**src/rtl/inst_sequencer_if.sv**
```systemverilog
// Memory-read and processor-issue signals between the sequencer and the
// instruction memory / bus processor.
interface inst_sequencer_if #(
   parameter int AW = 5
);
   logic [AW-1:0] MemAddr;
   logic          MemRd;
   logic [15:0]   MemQ;
   logic [15:0]   DIN;
   logic          Run;
   logic          Done;

   modport master (
      output MemAddr, MemRd, DIN, Run,
      input  MemQ, Done
   );

   modport slave (
      input  MemAddr, MemRd, DIN, Run,
      output MemQ, Done
   );
endinterface

```
**src/rtl/inst_sequencer.sv**
```systemverilog
// Fetch/issue controller: reads an instruction at PC, issues it to the bus
// processor with a one-cycle Run strobe and waits for Done under a watchdog.
module inst_sequencer #(
   parameter int            AW       = 5,
   parameter logic [AW-1:0] RESET_PC = '0,
   parameter int            TMO      = 8
) (
   input  logic                    Clock,
   input  logic                    Resetn,
   input  logic                    Go,
   input  logic                    StepMode,
   input  logic                    Stop,
   inst_sequencer_if.master        bus,
   output logic [AW-1:0]           PC,
   output logic [15:0]             ICount,
   output logic                    Busy,
   output logic                    Halted,
   output logic                    Err
);

   localparam int WW = $clog2(TMO);

   typedef enum logic [2:0] {
      IDLE, FETCH, DECODE, ISSUE, EXEC, PAUSED, HALTED, ERROR
   } state_t;

   state_t         state, next_state;
   logic [15:0]    hold;
   logic [WW-1:0]  wd;
   logic           stop_req;
   logic           in_flight;

   assign in_flight = (state == FETCH) || (state == DECODE) ||
                      (state == ISSUE) || (state == EXEC);

   always_ff @(posedge Clock) begin
      if (!Resetn) state <= IDLE;
      else         state <= next_state;
   end

   // Done takes priority over the watchdog expiring in the same cycle.
   always_comb begin
      next_state = state;
      case (state)
         IDLE:    if (Go) next_state = FETCH;
         FETCH:   next_state = DECODE;
         DECODE:  next_state = (bus.MemQ[15:13] == 3'b111) ? HALTED : ISSUE;
         ISSUE:   next_state = EXEC;
         EXEC: begin
            if (bus.Done)
               next_state = (StepMode || stop_req || Stop) ? PAUSED : FETCH;
            else if (wd == WW'(TMO - 1))
               next_state = ERROR;
         end
         PAUSED:  if (Go) next_state = FETCH;
         HALTED:  next_state = HALTED;
         ERROR:   next_state = ERROR;
         default: next_state = IDLE;
      endcase
   end

   always_comb begin
      bus.MemRd = 1'b0;
      bus.Run   = 1'b0;
      Busy      = 1'b0;
      Halted    = 1'b0;
      Err       = 1'b0;
      case (state)
         FETCH:   begin bus.MemRd = 1'b1; Busy = 1'b1; end
         DECODE:  Busy = 1'b1;
         ISSUE:   begin bus.Run = 1'b1; Busy = 1'b1; end
         EXEC:    Busy = 1'b1;
         HALTED:  Halted = 1'b1;
         ERROR:   Err = 1'b1;
         default: ;
      endcase
   end

   always_ff @(posedge Clock) begin
      if (!Resetn) begin
         PC       <= RESET_PC;
         ICount   <= '0;
         hold     <= '0;
         wd       <= '0;
         stop_req <= 1'b0;
      end else begin
         if (state == DECODE) hold <= bus.MemQ;
         if (state == ISSUE) begin
            PC <= PC + AW'(1);
            wd <= '0;
         end
         if (state == EXEC) begin
            wd <= wd + WW'(1);
            if (bus.Done) ICount <= ICount + 16'd1;
         end
         // Entering PAUSED consumes the request, even if Stop is high again.
         if (next_state == PAUSED && state == EXEC) stop_req <= 1'b0;
         else if (Stop && in_flight)                stop_req <= 1'b1;
      end
   end

   assign bus.MemAddr = PC;
   assign bus.DIN     = hold;

endmodule

```
**src/flat_wrapper.sv**
```systemverilog
// flat-port wrapper written by rule: the top's interface ports become plain ports
module inst_sequencer_flat 
#(
   parameter int            AW       = 5,
   parameter logic [AW-1:0] RESET_PC = '0,
   parameter int            TMO      = 8
)
  (Clock, Resetn, Go, StepMode, Stop, PC, ICount, Busy, Halted, Err, bus_MemAddr, bus_MemRd, bus_DIN, bus_Run, bus_MemQ, bus_Done);
  inst_sequencer_if #(.AW(AW)) bus_i ();
  input  logic Clock;
  input  logic Resetn;
  input  logic Go;
  input  logic StepMode;
  input  logic Stop;
  output logic [AW-1:0] PC;
  output logic [15:0] ICount;
  output logic Busy;
  output logic Halted;
  output logic Err;
  output wire logic [$bits(bus_i.MemAddr)-1:0] bus_MemAddr;
  output wire logic [$bits(bus_i.MemRd)-1:0] bus_MemRd;
  output wire logic [$bits(bus_i.DIN)-1:0] bus_DIN;
  output wire logic [$bits(bus_i.Run)-1:0] bus_Run;
  input wire logic [$bits(bus_i.MemQ)-1:0] bus_MemQ;
  input wire logic [$bits(bus_i.Done)-1:0] bus_Done;
  assign bus_MemAddr = bus_i.MemAddr;
  assign bus_MemRd = bus_i.MemRd;
  assign bus_DIN = bus_i.DIN;
  assign bus_Run = bus_i.Run;
  assign bus_i.MemQ = bus_MemQ;
  assign bus_i.Done = bus_Done;
  inst_sequencer #(.AW(AW), .RESET_PC(RESET_PC), .TMO(TMO)) u_core (.Clock(Clock), .Resetn(Resetn), .Go(Go), .StepMode(StepMode), .Stop(Stop), .bus(bus_i), .PC(PC), .ICount(ICount), .Busy(Busy), .Halted(Halted), .Err(Err));
endmodule
```
**config.mk**
```make
export PLATFORM = sky130hd
export DESIGN_NAME = inst_sequencer_flat
export DESIGN_NICKNAME = d
export VERILOG_FILES = /design/src/rtl/inst_sequencer_if.sv /design/src/rtl/inst_sequencer.sv /design/src/flat_wrapper.sv
export SDC_FILE = /design/constraint.sdc
export NUM_CORES = 1
export LEC_CHECK = 0
export ABC_CLOCK_PERIOD_IN_PS = 2500
export CAP_MARGIN = 20
export CORE_MARGIN = 2
export CORE_UTILIZATION = 44
export CTS_CLUSTER_DIAMETER = 120
export DETAILED_ROUTE_END_ITERATION = 10
export PLACE_DENSITY_LB_ADDON = 0.08
export SLEW_MARGIN = 30
export SYNTH_ARGS = -nofsm -noshare
export SYNTH_HDL_FRONTEND = slang
export SYNTH_SLANG_ARGS = --single-unit
```
**constraint.sdc**
```tcl
create_clock -name Clock -period 2.5 [get_ports Clock]
set_clock_uncertainty 0.05 [all_clocks]
set_input_delay 0.375 -clock Clock [delete_from_list [all_inputs] [get_ports Clock]]
set_output_delay 0.375 -clock Clock [all_outputs]
set_load 0.01 [all_outputs]
```
==> results.py <==
metrics = {
    "worst_setup_path": {
        "r2r_slack_ns": 0.48,
        "worstSetupEndpointType": "output port",
        "worstRegToRegCells": 4,
        "cp_data_required_time_ns": 2.08,
        "start_kind": "flop",
        "critical_path.max_fanout": 9,
        "worst_r2r_startpoint": "u_core.state[2]$_SDFF_PN0_",
        "worstReg2RegEnd": "u_core.ICount[7]$_SDFFE_PN0P_",
        "timing.setup.critical_path_class": "flop to output port",
        "crit_start": "u_core.state[0]$_SDFF_PN0_",
        "arrival_ns": 1.95,
    },
    "power": {
        "share_of_power_burned_in_the_clock_network": 0.321,
        "cell_internal_pwr_mw": 1.06,
        "power.leakage_nw": 0.966,
        "switching_share_of_total_power": 0.256,
        "power_share_of_the_sequential_group": 0.526,
        "ir_drop_mv": 0.302,
        "powerDensity_nw_per_um2": 523,
        "finalPower_mw": 1.43,
        "pwr-share-comb": 0.153,
        "power_switching_uw": 365,
    },
    "sta": {
        "final-max-slew-violation-count": 0,
        "setup_tns_ns": 0,
        "timing.final.ws_setup_ns": 0.127,
        "finalHoldViolations": 0,
        "whs_ns": 0.404,
        "fmax_ghz": 0.421,
        "finalCriticalPeriod_ns": 2.37,
        "worst-slew-pin-transition_ns": 0.640,
        "period_share": 0.949,
        "max-slew-margin-rel": 0.572,
        "grt_setup_unrepaired": "no",
        "finalSetupViolations": 0,
    },
    "global_route": {
        "grt_util_all_layers": 0.180,
        "antenna_found_initial": 0,
        "grt_first_pass_wirelength_um": 7230,
        "vias_in_the_first_global_route": 1641,
        "globalRouteOverflowTotal": 0,
        "grt_max_degree": 19,
    },
    "hold_path": {
        "whs_path_depth": 2,
        "min_path_type": "flop to flop",
        "min_to": "u_core.bus.DIN[8]$_SDFFE_PN0P_",
        "worst_hold_startpoint": "u_core.bus.DIN[8]$_SDFFE_PN0P_",
    },
    "clocking": {
        "path_clk_slew_ns": 0.08,
        "cts_hold_buffers": 0,
        "post-cts-setup-buffer-count": 0,
        "tritoncts_num_sinks": 44,
        "h-tree-depth": 2,
        "clk_path_buf_depth": 2,
        "worstSkewPairLatency_ns": 0.30,
        "tritoncts": "done",
        "postCtsResizedCells": 0,
        "cts_made_buffers": 5,
        "cts-root-buf": "clkbuf_8",
    },
    "synth": {
        "post_synth_inst_count": 233,
        "post_synth_edffs": 0,
        "avg_inst_size_synth_um2": 8.37,
        "synthesis.yosys.warnings": 0,
        "mappedNetlistNets": 259,
        "async_reset_ff_frac": 0,
        "synth-main-ff-cell": "dfxtp_1",
        "yosys.cell_types.count": 35,
        "area_of_the_mapped_netlist_um2": 1950,
        "synth-seq-area-share": 0.452,
        "synth.ff_latch_count": 44,
    },
    "route": {
        "routed_wire_length_per_instance_um": 12.3,
        "drt_wl_total_um": 4300,
        "detailedRoute.firstIterationViolations": 84,
        "detail_route.vias_per_cell": 5.12,
        "drt_drc_violations_left": 0,
        "route.vias.total": 1781,
        "dr.pass1.iters": 6,
        "ant_nets": 0,
    },
    "placed_design": {
        "place.port_buffers": 68,
        "last_weighted_congestion_value_of_the_routability_driven_placer": 0.775,
        "post_dp_cell_area_um2": 2640,
        "dp_slack_ns": 0.309,
        "placedCellCount": 340,
        "hpwlAfterDp_um": 3030,
    },
    "finish": {
        "layout.cells.most_common_list": "clkdlybuf4s50_1 (68), dfxtp_1 (44), nand2_1 (40)",
        "num-fill-cells": 394,
        "drive_gt1_frac": 0.0676,
        "final_nets": 321,
        "layout.cells.most_common": "clkdlybuf4s50_1",
        "diodes": 0,
        "final_cell_count_no_fill": 348,
        "finalCoreUtilization": 0.632,
        "synthesis_to_finish_area_growth_pct": 40.0,
        "final_area_um2": 2730,
    },
    "floorplan": {
        "io-pin-count": 69,
        "placeableCoreArea_um2": 4320,
        "initial_cell_density_of_the_core": 0.451,
        "fp.dieArea_um2": 4980,
        "floorplan.die.width_um": 70.6,
        "rows": 24,
        "chipHeight_um": 70.6,
    },
    "outcome": {
        "run_status": "complete, no violations",
    },
    "flow_run": {
        "maxCapViolations": 0,
    },
}
-- state kept, by name, summed over array words and instances, names as in the netlist --
| register | count |
|---|---|
| u_core.bus.DIN | 16 |
| u_core.PC | 5 |
| u_core.ICount | 16 |
| u_core.state | 3 |
| u_core.wd | 3 |
| u_core.stop_req | 1 |
-- power groups by stage --
stage | Combinational (mW) | Sequential (mW) | Clock (mW)
6_report | 0.218 | 0.751 | 0.459
5_1_grt | 0.244 | 0.755 | 0.506
4_1_cts | 0.221 | 0.751 | 0.477
3_5_place_dp | 0.220 | 0.767 | 0
3_3_place_gp | 0.217 | 0.766 | 0
2_1_floorplan | 0.107 | 0.767 | 0
-- layout make-up --
cell class	instances	area, um^2	area share
multi-input combinational	165	952	0.349
sequential	44	881	0.322
tap	52	65.1	0.0238
timing repair buffer	73	718	0.263
inverter	6	22.5	0.00825
clock inverter	2	10.0	0.00366
clock buffer	6	82.6	0.0302
-- routing by layer --
metal  part of all wire  global-route usage
met3              0.053              0.0527
met2               0.48               0.291
met5                  0                   0
met4              0.015              0.0692
met1               0.45               0.227
-- Yosys cell counts, types with 2 or more instances --
master / instances / area, um^2
buf_2: 2 / 10.0
dfxtp_1: 44 / 881
nor3b_1: 2 / 15.0
inv_1: 5 / 18.8
mux2i_1: 3 / 30.0
or4_1: 3 / 22.5
xor2_1: 6 / 52.6
buf_4: 6 / 45.0
nand3_1: 4 / 20.0
nand2_1: 40 / 150
a21oi_1: 34 / 170
and2_1: 4 / 25.0
nor3_1: 4 / 20.0
ha_1: 4 / 50.1
nand3b_1: 3 / 22.5
clkbuf_1: 9 / 33.8
o21ai_0: 13 / 65.1
xnor2_1: 5 / 43.8
o31ai_1: 3 / 22.5
nand4_2: 2 / 25.0
and3_1: 3 / 18.8
nand4_1: 5 / 31.3
nor2_1: 13 / 48.8
or3_1: 5 / 31.3
-- worst max-delay path by stage --
stage | end | slack, ns
finish | bus_MemRd | 0.13
detailed placement | u_core.ICount[7]$_SDFFE_PN0P_ | 0.31
global route | bus_MemRd | 0.02
CTS | bus_MemRd | 0.13
floorplan | u_core.ICount[15]$_SDFFE_PN0P_ | 0.68
global placement | u_core.ICount[7]$_SDFFE_PN0P_ | 0.36
-- cell families after synthesis --
family                   after synthesis  share of synthesized area
AO/OA/AOI/OAI                         52                      0.140
XOR/XNOR                              11                     0.0494
adder cells (fa/ha/maj)                4                     0.0257
buffers and inverters                 24                     0.0629
flip-flops                            44                      0.452
multiplexers                           3                     0.0154
AND/OR/NAND/NOR                       95                      0.255
-- critical path: stages (launching register included) --
cell and delay, ns:
dfxtp_1 0.52, clkinv_1 0.29, nor3_1 0.25, clkdlybuf4s50_1 0.59
(Power assumes the default switching activity.)
